[config.mk]
export PLATFORM = sky130hd
export DESIGN_NAME = bounce_generator
export DESIGN_NICKNAME = d
export VERILOG_FILES = /design/src/rtl/bounce_generator.sv
export SDC_FILE = /design/constraint.sdc
export NUM_CORES = 1
export LEC_CHECK = 0
export ABC_CLOCK_PERIOD_IN_PS = 4700
export CORE_MARGIN = 2
export CORE_UTILIZATION = 57
export DETAILED_ROUTE_END_ITERATION = 8
export PLACE_DENSITY_LB_ADDON = 0.3
export SYNTH_ARGS = -nofsm -noshare
export SYNTH_HDL_FRONTEND = slang
export SYNTH_SLANG_ARGS = --single-unit
[constraint.sdc]
create_clock -name clk -period 4.7 [get_ports clk]
set_input_delay 0.94 -clock clk [delete_from_list [all_inputs] [get_ports clk]]
set_output_delay 0.94 -clock clk [all_outputs]
set_load 0.01 [all_outputs]
[src/rtl/bounce_generator.sv]
// Switch-bounce emulator: accepts a target switch level and drives sw_out with an
// LFSR-randomised burst of toggles for a fixed window before settling at the target.
module bounce_generator #(
   parameter int unsigned BOUNCE_CYCLES = 1_000_000,
   parameter int unsigned MAX_GAP_W     = 8,
   parameter logic [15:0] LFSR_SEED     = 16'hACE1,
   parameter logic        IDLE_LEVEL    = 1'b0
) (
   input  logic        clk,
   input  logic        reset,
   input  logic        cmd_valid,
   input  logic        cmd_level,
   output logic        cmd_ready,
   output logic        sw_out,
   output logic        busy,
   output logic        done,
   output logic [15:0] toggle_cnt
);

   localparam int unsigned WIN_W = $clog2(BOUNCE_CYCLES + 1);
   localparam int unsigned GAP_W = MAX_GAP_W + 1;

   typedef enum logic [1:0] {
      IDLE,
      BOUNCE,
      SETTLE
   } state_t;

   state_t             state;
   logic [WIN_W-1:0]   win_cnt;
   logic [GAP_W-1:0]   gap_cnt;
   logic [15:0]        lfsr;
   logic               target;
   logic [GAP_W-1:0]   gap_load;
   logic [15:0]        lfsr_adv;
   logic [15:0]        toggle_inc;

   // Galois form of x^16+x^14+x^13+x^11+1
   always_comb begin
      lfsr_adv = {1'b0, lfsr[15:1]};
      if (lfsr[0]) begin
         lfsr_adv = lfsr_adv ^ 16'hB400;
      end
      gap_load   = GAP_W'(lfsr[MAX_GAP_W-1:0]) + GAP_W'(1);
      toggle_inc = (toggle_cnt == '1) ? toggle_cnt : toggle_cnt + 16'd1;
   end

   always_ff @(posedge clk) begin
      if (reset) begin
         state      <= IDLE;
         sw_out     <= IDLE_LEVEL;
         cmd_ready  <= 1'b1;
         busy       <= 1'b0;
         done       <= 1'b0;
         toggle_cnt <= '0;
         lfsr       <= LFSR_SEED;
         win_cnt    <= '0;
         gap_cnt    <= '0;
         target     <= IDLE_LEVEL;
      end else begin
         done <= 1'b0;
         case (state)
            IDLE: begin
               if (cmd_valid && cmd_ready) begin
                  if (cmd_level == sw_out) begin
                     done       <= 1'b1;
                     toggle_cnt <= '0;
                  end else begin
                     state      <= BOUNCE;
                     sw_out     <= ~sw_out;
                     toggle_cnt <= 16'd1;
                     busy       <= 1'b1;
                     cmd_ready  <= 1'b0;
                     target     <= cmd_level;
                     win_cnt    <= WIN_W'(BOUNCE_CYCLES - 1);
                     gap_cnt    <= gap_load;
                     lfsr       <= lfsr_adv;
                  end
               end
            end
            BOUNCE: begin
               // The target is forced on entry to SETTLE so sw_out is stable a cycle before done.
               if (win_cnt == '0) begin
                  state <= SETTLE;
                  if (sw_out != target) begin
                     sw_out     <= target;
                     toggle_cnt <= toggle_inc;
                  end
               end else begin
                  win_cnt <= win_cnt - WIN_W'(1);
                  if (gap_cnt == GAP_W'(1)) begin
                     sw_out     <= ~sw_out;
                     toggle_cnt <= toggle_inc;
                     gap_cnt    <= gap_load;
                     lfsr       <= lfsr_adv;
                  end else begin
                     gap_cnt <= gap_cnt - GAP_W'(1);
                  end
               end
            end
            SETTLE: begin
               state     <= IDLE;
               done      <= 1'b1;
               busy      <= 1'b0;
               cmd_ready <= 1'b1;
            end
            default: begin
               state     <= IDLE;
               busy      <= 1'b0;
               cmd_ready <= 1'b1;
            end
         endcase
      end
   end

endmodule

After elaboration in Yosys (flattened, before gate mapping)
Cells that the tools add are included. W data, S select, Z words.

Flip-flop bits (word level): 68. Output and inout bits: 20. Word-level logic and storage cells: 83.

Reduce and logical (&&, ||, !) cells: 11. Add/subtract/negate cells: 4. Equality and inequality tests: 13. Bitwise logic cells: 4. Multiplexer cells: 41.

Operator list (count): $mux W16 (10); $pmux W16 S2 (2); $mux W20 (3); $pmux W20 S2 (1); $mux W9 (4); $logic_not A20 Y1 (1); $sub A20 B1 Y20 const B (1); $pmux W9 S2 (1); $add A16 B1 Y16 const B (1); $eq A16 B16 Y1 const B (1); $mux W1 (12); $ne A2 B2 Y1 const B (5); $reduce_and A5 Y1 (2); $add A8 B1 Y9 const B (1); $eq A9 B1 Y1 const B (1); $reduce_and A3 Y1 (3); $sub A9 B1 Y9 const B (1); $pmux W1 S2 (4); $reduce_and A4 Y1 (2); $mux W2 (3); $ne A3 B3 Y1 const B (2); $not A3 Y4 (1); $pmux W2 S2 (1); $not A1 Y1 (3); other kinds (7) (7).

Longest topological paths before layout
Depth after elaboration: 5. Depth in mapped cells: 9. Depth with buffers taken out: 8.

Worst setup path after synthesis
Ideal clock, no wire load.

Kind: input to register. From: input port cmd_valid. To: register win_cnt[13]. Data arrival time: 2.276 ns. Slack: 2.354 ns. Stages on the path: 6. Library setup time: 0.070 ns. Path through: a21o_1 > nand2_1 > o31ai_4 > nand4_1 > or4_1 > a21oi_1.

Word-level cells in the longest chain between the ends: 3.

Ends and longest elaborated chain: from (decl) (RTL line 11) `input logic cmd_valid,`; $logic_and A1 B1 Y1 (RTL line 64) `if (cmd_valid && cmd_ready) begin`; $ne A2 B2 Y1 (no source line); $reduce_and A4 Y1 (no source line); to (signal assigned) (RTL line 75) `win_cnt <= WIN_W'(BOUNCE_CYCLES - 1);`; to (signal assigned) (RTL line 90) `win_cnt <= win_cnt - WIN_W'(1);`; to (decl) (RTL line 30) `logic [WIN_W-1:0] win_cnt;`.

Every way passes these cells. A chain may end at the register's enable or synchronous reset.

Worst setup path after layout
From: input port cmd_valid. To: register lfsr[0].

Word-level cells in the longest chain between the ends: 3.

Ends and longest elaborated chain: $logic_and A1 B1 Y1 (RTL line 64); $ne A2 B2 Y1 (no source line); $reduce_and A5 Y1 (no source line); to (signal assigned) (RTL line 77) `lfsr <= lfsr_adv;`; to (signal assigned) (RTL line 95) `lfsr <= lfsr_adv;`; to (decl) (RTL line 32) `logic [15:0] lfsr;`.

Every way passes these cells.

==> metrics <==
status=completed; Initial DRC Count=roughly 160; fin crit period=~3300 ps; Ys Warns=0; die width=a little over 80 µm; dpl cells=between 400 and 500; Slew Limit Fails=0; EDFF count, synth=0; Max-slew headroom=0.202; CP max FO=19; Levels on crit path=8; post-CTS setup buffers=0; unique cell type count in the Yosys netlist=66; Ant. Diodes=0; delay-heaviest family, CP=compound AO/OA/AOI/OAI gates; final global-route overflow total=0; crit share post-route=0.698; non-filler cells, final=about 500; Port Buffer Count=23; Finished Cell Area=~4000 µm²; clock-pin transition on the worst setup and hold timing paths=about 70 ps; antenna violations before repair=0; vias in the first global route=~3000; Worst R2R Start=state[0]; unrepaired setup endpoints after global routing=false; TNS Setup=0 ps; Residual DRC=0; crit path kind=in2reg; CP dominant cell by count=nand2_1; IO Pins=24; final hold vios=0; hold_sp=lfsr[15]; Reg2Reg Depth=8; ys flop type=dfxtp_1; CTS tree=done; Core ar.=about 6000 µm²; DR WL/cell=16.1 µm; hold depth=2; Placed Area=3800 µm²; drt first pass iters=5; worst vdd ir=~460 µV; HPWL Detailed=roughly 5600 µm; P per Cell Area=roughly 700 nW/µm²; Seq/Total Area, Yosys=0.382; R2R Path End=lfsr[10]; Total GRT Usage=0.241; cts bufs inserted=9; # fillers=approximately 480; Synth Register Bits=between 60 and 70; Critical Path Max Stage Delay=a little over 700 ps; largest net degree at the start of global routing=42; H-tree Lvls=3; Avg Vias per Cell=approximately 6.3; final core occ=0.673; Die Y=between 80 and 90 µm; synth top area cells=dfxtp_1, a21oi_1, nor2_1; skew final=a little under 10 ps; Max Clk Rate=between 300 and 400 MHz; WP data required=~5000 ps; syn_area_per_cell=about 8.5 µm²; Yosys top cell by area=dfxtp_1; Worst Setup End Kind=register; Mapped Cells=about 420; CTS max path bufs=2; row count=28; die area=~6900 µm²; Async SR Flop Fraction=0; CP cell instances=clkdlybuf4s50_1, a21o_1, nand2_1, o31ai_4, nand2_1, buf_4, and2_1, a211o_1; final setup fails=0; area growth from synthesis to layout=13.1%; GPL Wtd Cong=about 0.82; hold slack final=approximately 460 ps; top post-synthesis cells by count=dfxtp_1, a21oi_1, nor2_1, nand2_1; Netlist Area Pre-Place=roughly 3600 µm²; worst min-delay path class=reg2reg; leakage power=1.41 nW; area fraction of the dominant cell type after synthesis=0.382; worst slew pin tran=between 1000 and 1500 ps; share of cells above drive strength 1=0.0824; Hold Path End=lfsr[15]; Worst Setup Start Kind=input port; Post-CTS Resized=0; nets=about 440; Worst path slowest cell=o31ai_4; Post-Route WL=8230 µm; Buf/Inv on CP=2; first-pass GRT wire length=13700 µm; Net Count, Synth=approximately 430; Max-Cap Viols=0; Worst EP arrival=between 3000 and 4000 ps; DRT antenna net count=0; Starting Density=0.595; clk root buf=clkbuf_8; TritonCTS sink count=just under 70; Clock Latency Late Sink=360 ps; FF-to-FF setup slack=~1800 ps; count leader, synth=dfxtp_1; Vias=between 3000 and 4000; Post-CTS Hold Fix Bufs=0
-- worst max-delay path by stage --
stage | slack [ps] | to | startpoint
2_1_floorplan | 2350 | win_cnt[13] | cmd_valid
3_3_place_gp | 1100 | lfsr[0] | cmd_valid
3_5_place_dp | 1080 | win_cnt[7] | cmd_valid
4_1_cts | 1460 | lfsr[0] | cmd_valid
5_1_grt | 1210 | win_cnt[7] | cmd_valid
6_report | 1420 | lfsr[0] | cmd_valid
-- tightest hold or removal path: stages (launching register included) --
cell	delay (ps)
dfxtp_1	320
nand2_1	50
nand2_1	40
-- metrics by stage --
| step | total power, mW | worst slack (ps) |
|---|---|---|
| finish | 2.78 | 1420 |
| global route | 2.98 | 1210 |
| CTS | 2.77 | 1460 |
| detailed placement | 2.20 | 1080 |
| global placement | 2.15 | 1100 |
| floorplan | 1.94 | 2350 |
-- layout make-up --
| class | instances | area [µm²] | share of cell area |
|---|---|---|---|
| timing repair buffer | 26 | 248 | 0.0614 |
| tap | 75 | 93.8 | 0.0233 |
| multi-input combinational | 319 | 2060 | 0.512 |
| clock inverter | 5 | 83.8 | 0.0208 |
| sequential | 68 | 1360 | 0.338 |
| clock buffer | 11 | 151 | 0.0375 |
| inverter | 8 | 30.0 | 0.00745 |
-- report_power, final --
group / internal (mW) / total, mW / switching [mW]
clock: 0.328 / 0.568 / 0.240
combinational: 0.516 / 1.25 / 0.730
sequential: 0.757 / 0.963 / 0.206
-- per-layer routing --
layer,vias up,GRT usage,wire length (µm)
met3,24,0.0726,421
met1,1511,0.268,3460
met5,-,0,0
met2,109,0.422,4100
li1,1560,-,-
met4,0,0.110,246
-- state kept, by name (all words and copies together) (netlist names) --
signal,count
lfsr,16
busy,1
cmd_ready,1
target,1
toggle_cnt,16
gap_cnt,9
sw_out,1
win_cnt,20
done,1
state,2
-- kinds of logic after synthesis --
kind of cell / Yosys count / synth area share
multiplexers: 6 / 0.0172
flip-flops: 68 / 0.382
AO/OA/AOI/OAI: 108 / 0.204
adder cells (fa/ha/maj): 6 / 0.0211
AND/OR/NAND/NOR: 173 / 0.273
buffers and inverters: 31 / 0.0393
XOR/XNOR: 26 / 0.0639
-- cells in the final DEF (no fill, tap or decap), drive strengths merged, types with 4 or more instances in the layout --
cell            n
o31a            5
dfxtp          68
a21oi          45
nor2           40
nand2b          6
o21ai          22
nor2b           5
nand4          16
nor3            9
nand3          21
o31ai           4
clkdlybuf4s50  22
xor2           14
or3             6
or4             9
xnor2          12
nand2          32
mux2i           5
clkbuf         11
and3            6
nor4            4
a31oi           4
ha              6
inv             8
and2            5
nand3b          4
buf             4
a211o           6
No activity file was read; power rests on OpenSTA's default activity.
